**src/rtl/soc_pkg.sv**
```systemverilog
// Shared SoC types and constants used by the input-conditioning blocks.
package soc_pkg;

    // Debouncer qualification states.
    typedef enum logic {
        DB_IDLE  = 1'b0,
        DB_COUNT = 1'b1
    } db_state_t;

    // Default number of consecutive stable cycles before a new level is accepted.
    localparam int DB_DEFAULT_STABLE = 1000;

endpackage

```
**src/rtl/input_debouncer_chk.sv**
```systemverilog
// Elaboration-time legality check of the debouncer parameters.
module input_debouncer_chk #(
    parameter int CNT_WIDTH     = 16,
    parameter int STABLE_CYCLES = 1000
) ();

    localparam longint MAX_STABLE = (64'sd1 <<< CNT_WIDTH) - 64'sd1;

    // STABLE_CYCLES must lie in 1 .. 2**CNT_WIDTH-1 so the counter never wraps.
    generate
        if ((STABLE_CYCLES < 32'sd1) || (longint'(STABLE_CYCLES) > MAX_STABLE)) begin : g_bad_stable
            $error("input_debouncer: STABLE_CYCLES out of range for CNT_WIDTH");
        end
    endgenerate

endmodule

```
**src/rtl/sync_2ff.sv**
```systemverilog
// Two-flop synchronizer for a single asynchronous bit. Both stages reset to
// RESET_LEVEL so a quiet input produces no transient after reset.
module sync_2ff #(
    parameter logic RESET_LEVEL = 1'b0
) (
    input  logic clk,
    input  logic rst,
    input  logic d,
    output logic q
);

    logic s1_r;

    // Two-stage capture of the asynchronous input into the clk domain.
    always_ff @(posedge clk) begin
        if (rst) begin
            s1_r <= RESET_LEVEL;
            q    <= RESET_LEVEL;
        end else begin
            s1_r <= d;
            q    <= s1_r;
        end
    end

endmodule

```
**src/rtl/input_debouncer.sv**
```systemverilog
// Debounces one asynchronous input: synchronizes it, requires the new level
// to persist STABLE_CYCLES consecutive cycles, then updates db_out and emits
// a one-cycle rise/fall pulse. A bounce back to the current level restarts
// qualification from zero.
module input_debouncer
    import soc_pkg::*;
#(
    parameter int   CNT_WIDTH     = 16,
    parameter int   STABLE_CYCLES = DB_DEFAULT_STABLE,
    parameter logic RESET_LEVEL   = 1'b0
) (
    input  logic clk,
    input  logic rst,
    input  logic raw_in,
    output logic db_out,
    output logic rise_pulse,
    output logic fall_pulse,
    output logic busy
);

    localparam logic [CNT_WIDTH-1:0] CNT_ZERO = '0;
    localparam logic [CNT_WIDTH-1:0] CNT_ONE  = {{(CNT_WIDTH-1){1'b0}}, 1'b1};
    localparam logic [CNT_WIDTH-1:0] CNT_LAST = CNT_WIDTH'(STABLE_CYCLES - 32'sd1);

    logic                 sync_q_s;
    logic                 mismatch_s;
    logic                 accept_s;
    db_state_t            state_r;
    db_state_t            state_nxt_s;
    logic [CNT_WIDTH-1:0] cnt_r;
    logic [CNT_WIDTH-1:0] cnt_nxt_s;
    logic                 db_nxt_s;
    logic                 rise_nxt_s;
    logic                 fall_nxt_s;

    input_debouncer_chk #(
        .CNT_WIDTH     (CNT_WIDTH),
        .STABLE_CYCLES (STABLE_CYCLES)
    ) u_chk ();

    sync_2ff #(
        .RESET_LEVEL (RESET_LEVEL)
    ) u_sync (
        .clk (clk),
        .rst (rst),
        .d   (raw_in),
        .q   (sync_q_s)
    );

    assign mismatch_s = (sync_q_s != db_out);
    assign accept_s   = mismatch_s && (cnt_r == CNT_LAST);

    // Next-state, counter and output decode; acceptance takes precedence over counting.
    always_comb begin
        state_nxt_s = state_r;
        cnt_nxt_s   = cnt_r;
        db_nxt_s    = db_out;
        rise_nxt_s  = 1'b0;
        fall_nxt_s  = 1'b0;
        case (state_r)
            DB_IDLE: begin
                if (accept_s) begin
                    db_nxt_s    = sync_q_s;
                    rise_nxt_s  = sync_q_s;
                    fall_nxt_s  = ~sync_q_s;
                    cnt_nxt_s   = CNT_ZERO;
                    state_nxt_s = DB_IDLE;
                end else if (mismatch_s) begin
                    cnt_nxt_s   = CNT_ONE;
                    state_nxt_s = DB_COUNT;
                end else begin
                    cnt_nxt_s   = CNT_ZERO;
                    state_nxt_s = DB_IDLE;
                end
            end
            DB_COUNT: begin
                if (accept_s) begin
                    db_nxt_s    = sync_q_s;
                    rise_nxt_s  = sync_q_s;
                    fall_nxt_s  = ~sync_q_s;
                    cnt_nxt_s   = CNT_ZERO;
                    state_nxt_s = DB_IDLE;
                end else if (mismatch_s) begin
                    cnt_nxt_s   = cnt_r + CNT_ONE;
                    state_nxt_s = DB_COUNT;
                end else begin
                    // Bounced back to the accepted level: abandon the candidate.
                    cnt_nxt_s   = CNT_ZERO;
                    state_nxt_s = DB_IDLE;
                end
            end
            default: begin
                cnt_nxt_s   = CNT_ZERO;
                state_nxt_s = DB_IDLE;
            end
        endcase
    end

    // State, counter and registered outputs; reset discards any pending change.
    always_ff @(posedge clk) begin
        if (rst) begin
            state_r    <= DB_IDLE;
            cnt_r      <= CNT_ZERO;
            db_out     <= RESET_LEVEL;
            rise_pulse <= 1'b0;
            fall_pulse <= 1'b0;
            busy       <= 1'b0;
        end else begin
            state_r    <= state_nxt_s;
            cnt_r      <= cnt_nxt_s;
            db_out     <= db_nxt_s;
            rise_pulse <= rise_nxt_s;
            fall_pulse <= fall_nxt_s;
            busy       <= (state_nxt_s == DB_COUNT);
        end
    end

endmodule

```
**config.mk**
```make
export PLATFORM = sky130hd
export DESIGN_NAME = input_debouncer
export DESIGN_NICKNAME = d
export VERILOG_FILES = /design/src/rtl/soc_pkg.sv /design/src/rtl/input_debouncer_chk.sv /design/src/rtl/sync_2ff.sv /design/src/rtl/input_debouncer.sv
export SDC_FILE = /design/constraint.sdc
export NUM_CORES = 1
export LEC_CHECK = 0
export ABC_AREA = 1
export BUFFER_PORTS_ARGS = -buffer_cell sky130_fd_sc_hd__buf_2
export CORE_MARGIN = 5
export CORE_UTILIZATION = 55
export CTS_CLUSTER_DIAMETER = 40
export DETAILED_ROUTE_END_ITERATION = 10
export PLACE_DENSITY = 0.73
export SYNTH_ARGS = -nofsm -noshare
export SYNTH_HDL_FRONTEND = slang
export SYNTH_SLANG_ARGS = --single-unit
```
**constraint.sdc**
```tcl
create_clock -name clk -period 3.3 [get_ports clk]
set_input_delay 0.825 -clock clk [delete_from_list [all_inputs] [get_ports clk]]
set_output_delay 0.825 -clock clk [all_outputs]
set_load 0.01 [all_outputs]
```
==> results_dict.tcl <==
set metrics [dict create \
    hold_start "u_sync.s1_r" \
    final_cell_mix "nand2_1 (37), nor2_1 (23), dfxtp_1 (22), inv_1 (20), nor2_2 (10)" \
    clkSinkCount 22 \
    hold_class "register to register" \
    cts_made_buffers 3 \
    yosysWarnings 0 \
    cts_resized 0 \
    avgViaCountPerCell 4.91 \
    hold_violations 0 \
    fin_crit_sh_pct 51.3 \
    grt_pass1_wl_mm 3.67 \
    synth_nets 158 \
    hold-path-endpoint "u_sync.q" \
    critPathMaxFanout 3 \
    antenna_cells 0 \
    ant_nets 0 \
    internal_power_w 0.000312 \
    clock_latency_ns 0.30 \
    p_clk_share_pct 29.9 \
    gp_congestion 0.930 \
    end_kind "primary output" \
    yosysUniqueCellTypes 23 \
    syn-cell-area_um2 1120 \
    path_cells "buf_2" \
    power_frac_seq_pct 68.3 \
    crit_buf_inv 1 \
    swShare_pct 20.5 \
    hold_buffers 0 \
    irDropWorstVdd_uv 257 \
    crit_arrival_ns 0.87 \
    cpPeakStageDelay_ns 0.41 \
    netlist_instances 154 \
    core_region_area_um2 1960 \
    finalSetupViolCount 0 \
    slew_headroom_pct 82.9 \
    cts_tree "done" \
    clkTransAtPathRegs_ns 0.11 \
    tns_ns 0 \
    fmax_mhz 591 \
    synth.yosys.seq_area_share_pct 39.3 \
    grt_setup_unrepaired "false" \
    grt_max_degree 16 \
    fin_skew_ns 0.00230 \
    cp_data_required_time_ns 2.47 \
    holdPathStages 2 \
    overflow 0 \
    crit_family "flip-flops" \
    dr.pass1.iters 3 \
    finalMaxSlewViolations 0 \
    maxCapViolCount 0 \
    drtIter0Drc 13 \
    die-height_um 55.1 \
    fillers 205 \
    die-area_um2 3040 \
    p_comb_share_pct 1.7 \
    avgSynthCellArea_um2 7.28 \
    p_switching_w 0.0000807 \
    root_buffer "clkbuf_4" \
    hpwl_mm 1.60 \
    syn2layout_area_growth_pct 5.92 \
    worstSetupPathType "register to primary output" \
    worst_slew_pin_slew_ns 0.256 \
    layout-drive-gt1-share_pct 20.4 \
    r2r_slack_ns 1.86 \
    r2r-end "cnt_r[12]" \
    num_io_pins 7 \
    timing.hold.ws_ns 0.420 \
    cts_setup_buffers 0 \
    rr_startpoint "cnt_r[0]" \
    grt_pass1_vias 916 \
    wl_mm 1.98 \
    dieWidth_um 55.1 \
    status "finished, final reports clean" \
    synth_seq_cells 22 \
    h-tree-depth 1 \
    start_util_pct 57.1 \
    port_buffers 6 \
    avgRoutedWirePerCell_um 10.5 \
    fin_crit_ns 1.69 \
    p_per_area_nw_per_um2 331 \
    cp-start-kind "register" \
    p_leak_nw 0.448 \
    reg2reg_depth 8 \
    crit_slowest_cell "dfxtp_1" \
    vias 928 \
    drc 0 \
    nets 168 \
    antenna_found_initial 0 \
    grt_use_total_pct 16.6 \
    rows 16 \
    cts_max_path_buffers 2 \
    final_common_cell "nand2_1" \
]
[final cells by class]
cell class / count / area (um2) / area share (%)
inverter: 21 / 78.8 / 6.64
sequential: 22 / 440 / 37.1
tap: 27 / 33.8 / 2.85
clock buffer: 3 / 22.5 / 1.90
multi-input combinational: 110 / 582 / 49.0
timing repair buffer: 6 / 30.0 / 2.53
[registers in the layout, summed over array words and instances, names as in the netlist]
| name | cells |
|---|---|
| cnt_r | 16 |
| db_out | 1 |
| fall_pulse | 1 |
| rise_pulse | 1 |
| state_r | 1 |
| u_sync.q | 1 |
| u_sync.s1_r | 1 |
[stage by stage]
stage | util [%] | total power, W | instances | cell area, um2 | setup slack [ns]
6_report | 60.5 | 0.000393 | 189 | 1190 | 1.61
5_1_grt | 60.5 | 0.000412 | 189 | 1190 | 1.55
3_5_place_dp | 59.4 | 0.000282 | 186 | 1160 | 1.69
4_1_cts | 60.5 | 0.000398 | 189 | 1190 | 1.59
3_3_place_gp | 59.4 | 0.000281 | 186 | 1160 | 1.74
2_1_floorplan | - | 0.000279 | 154 | 1120 | 1.95
[routing by layer]
metal | up-vias | track usage (%) | share of wire (%)
met5 | - | 0 | 0
met2 | 10 | 30.3 | 50
li1 | 488 | - | -
met1 | 426 | 19.5 | 45
met3 | 4 | 3.22 | 3.6
met4 | 0 | 4.86 | 1.4
[power groups by stage]
stage                     Combinational, W  Clock [W]  Sequential, W
after CTS                       0.00000699   0.000123       0.000269
after global placement          0.00000669          0       0.000275
after detailed placement        0.00000699          0       0.000275
final                           0.00000686   0.000118       0.000269
after floorplan                 0.00000399          0       0.000275
after global routing            0.00000813   0.000134       0.000269
[worst max-delay path by stage]
stage	startpoint	endpoint	slack, ns	depth (start not counted)
floorplan	rst	cnt_r[11]	1.95	4
global placement	rst	cnt_r[8]	1.74	4
detailed placement	rst	cnt_r[12]	1.69	4
CTS	state_r	busy	1.59	1
global route	state_r	busy	1.55	1
finish	state_r	busy	1.61	1
[Yosys cell counts]
master   number  area share, %
or2_1         1           0.56
inv_1        20            6.7
ha_1          1            1.1
nand2_4       1            1.0
xnor2_1       1           0.78
a21oi_1       6            2.7
nand2_1      37             12
nor2_2       10            5.6
o21ai_0       2           0.89
nor2_4        3            3.0
inv_2         1           0.33
nand4_1       4            2.2
xor2_1        5            3.9
dfxtp_1      22             39
nand3_2       1           0.89
nor2_1       23            7.7
buf_12        1            1.8
nor3_1        1           0.45
nand3_4       1            1.6
a21oi_2       2            1.6
or2_0         1           0.56
nand3_1       5            2.2
nand2_2       5            2.8
[worst reg2reg max path: cells and delay by family (launching register included)]
family                   cells  cell delay [ns]
flip-flops                   1             0.35
buffers and inverters        1             0.04
adder cells (fa/ha/maj)      1             0.24
AND/OR/NAND/NOR              5             0.55
AO/OA/AOI/OAI                1             0.20
[cells by family after synthesis]
| group | after synthesis | share of synthesized area (%) |
|---|---|---|
| AOI/OAI and AO/OA | 10 | 5.13 |
| xor gates and xnor gates | 6 | 4.69 |
| adders and majority gates | 1 | 1.12 |
| buffers and inverters | 22 | 8.82 |
| DFF | 22 | 39.3 |
| and+or+nand+nor | 93 | 41.0 |
Power figures use the tool's default switching activity.
